File: src/rtl/encode_74ls148_seq.sv
// Registered 8-to-3 priority encoder with 74LS148-style active-low pins.
// Falling request edges queue up in a pending register and are handed out one code at a time.
module encode_74ls148_seq #(
    parameter int unsigned HOLD_TIMEOUT = 0
) (
    input  logic CLK,
    input  logic RST,
    input  logic I0,
    input  logic I1,
    input  logic I2,
    input  logic I3,
    input  logic I4,
    input  logic I5,
    input  logic I6,
    input  logic I7,
    input  logic EI,
    input  logic ACK,
    output logic A0,
    output logic A1,
    output logic A2,
    output logic GS,
    output logic EO,
    output logic OVR,
    output logic TMO
);

    typedef enum logic {IDLE, HOLD} state_t;

    localparam logic [15:0] LAST = (HOLD_TIMEOUT == 0) ? 16'd0 : 16'(HOLD_TIMEOUT - 1);

    state_t      state, state_next;
    logic [7:0]  req, prev, pend, pend_next, captured, clear_mask;
    logic [2:0]  code, code_next, sel, a_next;
    logic [15:0] timer, timer_next;
    logic        release_code, timed_out;
    logic        gs_next, eo_next, ovr_next, tmo_next;

    always_comb begin
        req      = {I7, I6, I5, I4, I3, I2, I1, I0};
        captured = EI ? 8'h00 : (prev & ~req);

        sel = 3'd0;
        for (int k = 0; k < 8; k++) begin
            if (pend[k]) begin
                sel = 3'(k);
            end
        end

        timed_out    = (HOLD_TIMEOUT != 0) && (timer == LAST) && !ACK;
        release_code = (state == HOLD) && (ACK || timed_out);
        clear_mask   = release_code ? (8'd1 << code) : 8'd0;

        // A fresh edge on the bit being released re-arms it rather than counting as an overrun.
        pend_next = (pend & ~clear_mask) | captured;
        ovr_next  = |(captured & pend & ~clear_mask);
        eo_next   = !(!EI && (pend == 8'h00) && (state == IDLE));

        state_next = state;
        code_next  = code;
        timer_next = timer;
        a_next     = {A2, A1, A0};
        gs_next    = GS;
        tmo_next   = 1'b0;

        case (state)
            IDLE: begin
                if (pend != 8'h00) begin
                    code_next  = sel;
                    a_next     = ~sel;
                    gs_next    = 1'b0;
                    timer_next = 16'd0;
                    state_next = HOLD;
                end
            end
            HOLD: begin
                if (release_code) begin
                    a_next     = 3'b111;
                    gs_next    = 1'b1;
                    tmo_next   = timed_out;
                    state_next = IDLE;
                end else begin
                    timer_next = timer + 16'd1;
                end
            end
            default: state_next = IDLE;
        endcase
    end

    // Reset forces prev high so lines already low afterwards register as new edges.
    always_ff @(posedge CLK) begin
        if (RST) begin
            state        <= IDLE;
            pend         <= 8'h00;
            prev         <= 8'hFF;
            code         <= 3'd0;
            timer        <= 16'd0;
            {A2, A1, A0} <= 3'b111;
            GS           <= 1'b1;
            EO           <= 1'b1;
            OVR          <= 1'b0;
            TMO          <= 1'b0;
        end else begin
            state        <= state_next;
            pend         <= pend_next;
            prev         <= req;
            code         <= code_next;
            timer        <= timer_next;
            {A2, A1, A0} <= a_next;
            GS           <= gs_next;
            EO           <= eo_next;
            OVR          <= ovr_next;
            TMO          <= tmo_next;
        end
    end

endmodule

File: config.mk
export PLATFORM = sky130hd
export DESIGN_NAME = encode_74ls148_seq
export DESIGN_NICKNAME = d
export VERILOG_FILES = /design/src/rtl/encode_74ls148_seq.sv
export SDC_FILE = /design/constraint.sdc
export NUM_CORES = 1
export LEC_CHECK = 0
export CORE_ASPECT_RATIO = 0.6
export CORE_UTILIZATION = 45
export CTS_CLUSTER_DIAMETER = 150
export DETAILED_ROUTE_END_ITERATION = 8
export PLACE_DENSITY = 0.83
export SLEW_MARGIN = 20
export SYNTH_ARGS = -nofsm -noshare
export SYNTH_HDL_FRONTEND = slang
export SYNTH_SLANG_ARGS = --single-unit
export TNS_END_PERCENT = 20
File: constraint.sdc
create_clock -name CLK -period 1.4 [get_ports CLK]
set_input_delay 0.35 -clock CLK [delete_from_list [all_inputs] [get_ports CLK]]
set_output_delay 0.35 -clock CLK [all_outputs]
set_load 0.01 [all_outputs]
==> flow_summary.yaml <==
global_routing:
  antenna_found_initial: 0
  grt_remaining_overflow: 0
  pin_count_of_the_biggest_net_entering_global_routing: 19
  grt_first_pass_wirelength_mm: 4.03
  grt_pass1_vias: 891
  globalRouteTotalUtil_pct: 22.0
sta:
  fmax_ghz: 0.692
  finalCriticalPeriod_ns: 1.45
  final.setup.tns_ns: -0.0451
  setup_repair_after_global_routing_missed_its_margin: "true"
  layout_worst_path_cycle_share_pct: 103
  timing.final.ws_setup_ns: -0.0451
  final_max_slew_viol_count: 0
  final.setup_skew_ns: 0.000958
  final_hold_violating_endpoints: 0
  setup_viol: 1
clock_tree:
  cts.htree.levels: 1
  post_cts_buffers: 0
  cts_hold_repair.buffers: 0
  cts_buffer_depth: 2
  ctsRootBufferMaster: "clkbuf_8"
  clock_insertion_delay_worst_skew_ns: 0.27
  cts_made_buffers: 3
  tritoncts: "done"
  path_clk_slew_ns: 0.09
  cts_num_sinks: 26
critical_path:
  crit-reg2reg-launch: "code[1]"
  worst-r2r-cell-count: 5
  critical_path.reg2reg.endpoint: "OVR"
  worstPathArrival_ns: 1.60
  end_kind: "flip-flop"
  start_kind: "flip-flop"
  critical_path_required_ns: 1.56
  worstSetupPathType: "reg2reg"
  worstPathMaxFanout: 7
  ff2ff_setup_slack_ns: -0.05
yosys:
  post_synth_edffs: 0
  gate_count_after_technology_mapping: 119
  asyncSetResetFlopFracSynth_pct: 0
  synth_area_um2: 1080
  yosysWarningCount: 0
  syn_nets: 131
  synth.lib_cells_used.distinct: 31
  avgSynthCellArea_um2: 9.06
  seq_area_frac_synth_pct: 48.3
  synth_top_flop_cell: "dfxtp_1"
  yosys_register_bits: 26
die:
  num_io_pins: 19
  effective_utilization_at_floorplan_pct: 48.8
  die-area_um2: 2600
  core-area_um2: 2210
  die_h_um: 39.9
  total_number_of_placement_rows: 13
  die_span_in_x_um: 65.2
run:
  max_cap_viol_count: 0
status:
  outcome: "finished, violations left"
  violations_in_the_final_reports: "setup timing"
routing:
  first_pass_iters: 4
  detail_route.wl_per_cell_um: 15.1
  detail_route.wirelength_mm: 2.66
  drc: 0
  drt-initial-drc-count: 35
  avgViaCountPerCell: 5.74
  ant_nets: 0
  total_number_of_vias: 1010
finish:
  nets: 159
  mostFrequentLayoutCells: "dfxtp_1 (20), or2_2 (15), a21oi_1 (14), clkdlybuf4s50_1 (10)"
  antennaDiodeCount: 0
  area.growth.synth_to_final_pct: 37.1
  final_layout_size_suffix_gt1_share_pct: 33.6
  mostFrequentLayoutCell: "dfxtp_1"
power_and_ir_drop:
  p_per_area_nw_per_um2: 1270
  power_leakage_nw: 0.565
  power.ir.vdd_worst_uv: 756
  fin_total_pwr_mw: 1.88
min_path:
  holdCritPathClass: "reg2reg"
  hold_path_depth: 2
  min_from: "GS"
  worst_min_delay_path_endpoint: "GS"
place:
  dp_hpwl_mm: 1.95
  place.gp.congestion: 0.849
  port_buf_inserts: 17
## state kept, by name, summed over array words and instances (netlist names)
| name | cells |
|---|---|
| code | 3 |
| pend | 8 |
| state | 1 |
| A1 | 1 |
| EO | 1 |
| A0 | 1 |
| A2 | 1 |
| GS | 1 |
| OVR | 1 |
| prev | 8 |
## report_power, final
group / total (mW) / internal (mW) / switching [mW]
sequential: 0.883 / 0.811 / 0.0717
clock: 0.612 / 0.382 / 0.229
combinational: 0.385 / 0.201 / 0.183
total: 1.88 / 1.40 / 0.484
## layer usage
metal | global-route usage, % | up-vias | wire, um
li1 | - | 470 | -
met1 | 28.8 | 474 | 1150
met2 | 35.3 | 57 | 1230
met3 | 6.10 | 9 | 227
met4 | 7.61 | 0 | 49
met5 | 0 | - | 0
## logic make-up after synthesis
kind of cell	after synthesis	share of synthesized area, %
AO/OA/AOI/OAI	29	16.9
buffers and inverters	7	3.13
flip-flops	26	48.3
other	1	0.348
AND/OR/NAND/NOR	56	31.3
## per-stage QoR
step	instance area [um2]	instances	utilization (%)	setup slack (ns)	hold slack, ns
after global placement	1350	172	61.1	-0.551	0.435
after floorplan	1080	119	-	0.0532	0.448
after detailed placement	1350	172	61.1	-0.598	0.438
final	1480	176	66.9	-0.0451	0.448
after global routing	1480	176	66.9	-0.110	0.471
after CTS	1420	176	64.0	-0.0804	0.449
## cells in the mapped netlist, drive strengths merged (2+ instances only)
cell type   n  area (um2)
nor3b       3        22.5
nor2        6        22.5
o21ai       5        25.0
nor3        4        20.0
nand2       9        33.8
or3b        2        17.5
nand2b      7        43.8
inv         3        11.3
o31ai       2        15.0
nor4        3        40.0
clkbuf      2        7.51
dfxtp      26         521
or2        15        93.8
nor2b       2        12.5
a21oi      15        75.1
nand3       2        10.0
nand3b      2        15.0
buf         2        15.0
## area by class of cell
cell class                 instances  area [um2]
sequential                        26         533
clock inverter                     1        30.0
multi-input combinational         86         581
fill                             170         733
clock buffer                       3        41.3
inverter                           3        11.3
tap                               30        37.5
timing repair buffer              27         245
## critical path: stages, from the launching register on
cell      delay [ns]
dfxtp_4         0.41
nand3_1         0.13
o21ai_2         0.20
o32a_1          0.19
o221ai_2        0.09
o41a_1          0.32
## worst max path at each step
stage,from,endpoint,slack (ns)
6_report,code[1],OVR,-0.05
5_1_grt,code[0],OVR,-0.11
4_1_cts,code[0],OVR,-0.08
3_5_place_dp,ACK,OVR,-0.60
3_3_place_gp,ACK,OVR,-0.55
2_1_floorplan,state,OVR,0.05
## what timing repair did
action,4_1_cts,5_1_grt
setup endpoints to repair,7,4
pin swaps,2,2
gates resized for setup,9,20
(Power assumes the default switching activity.)
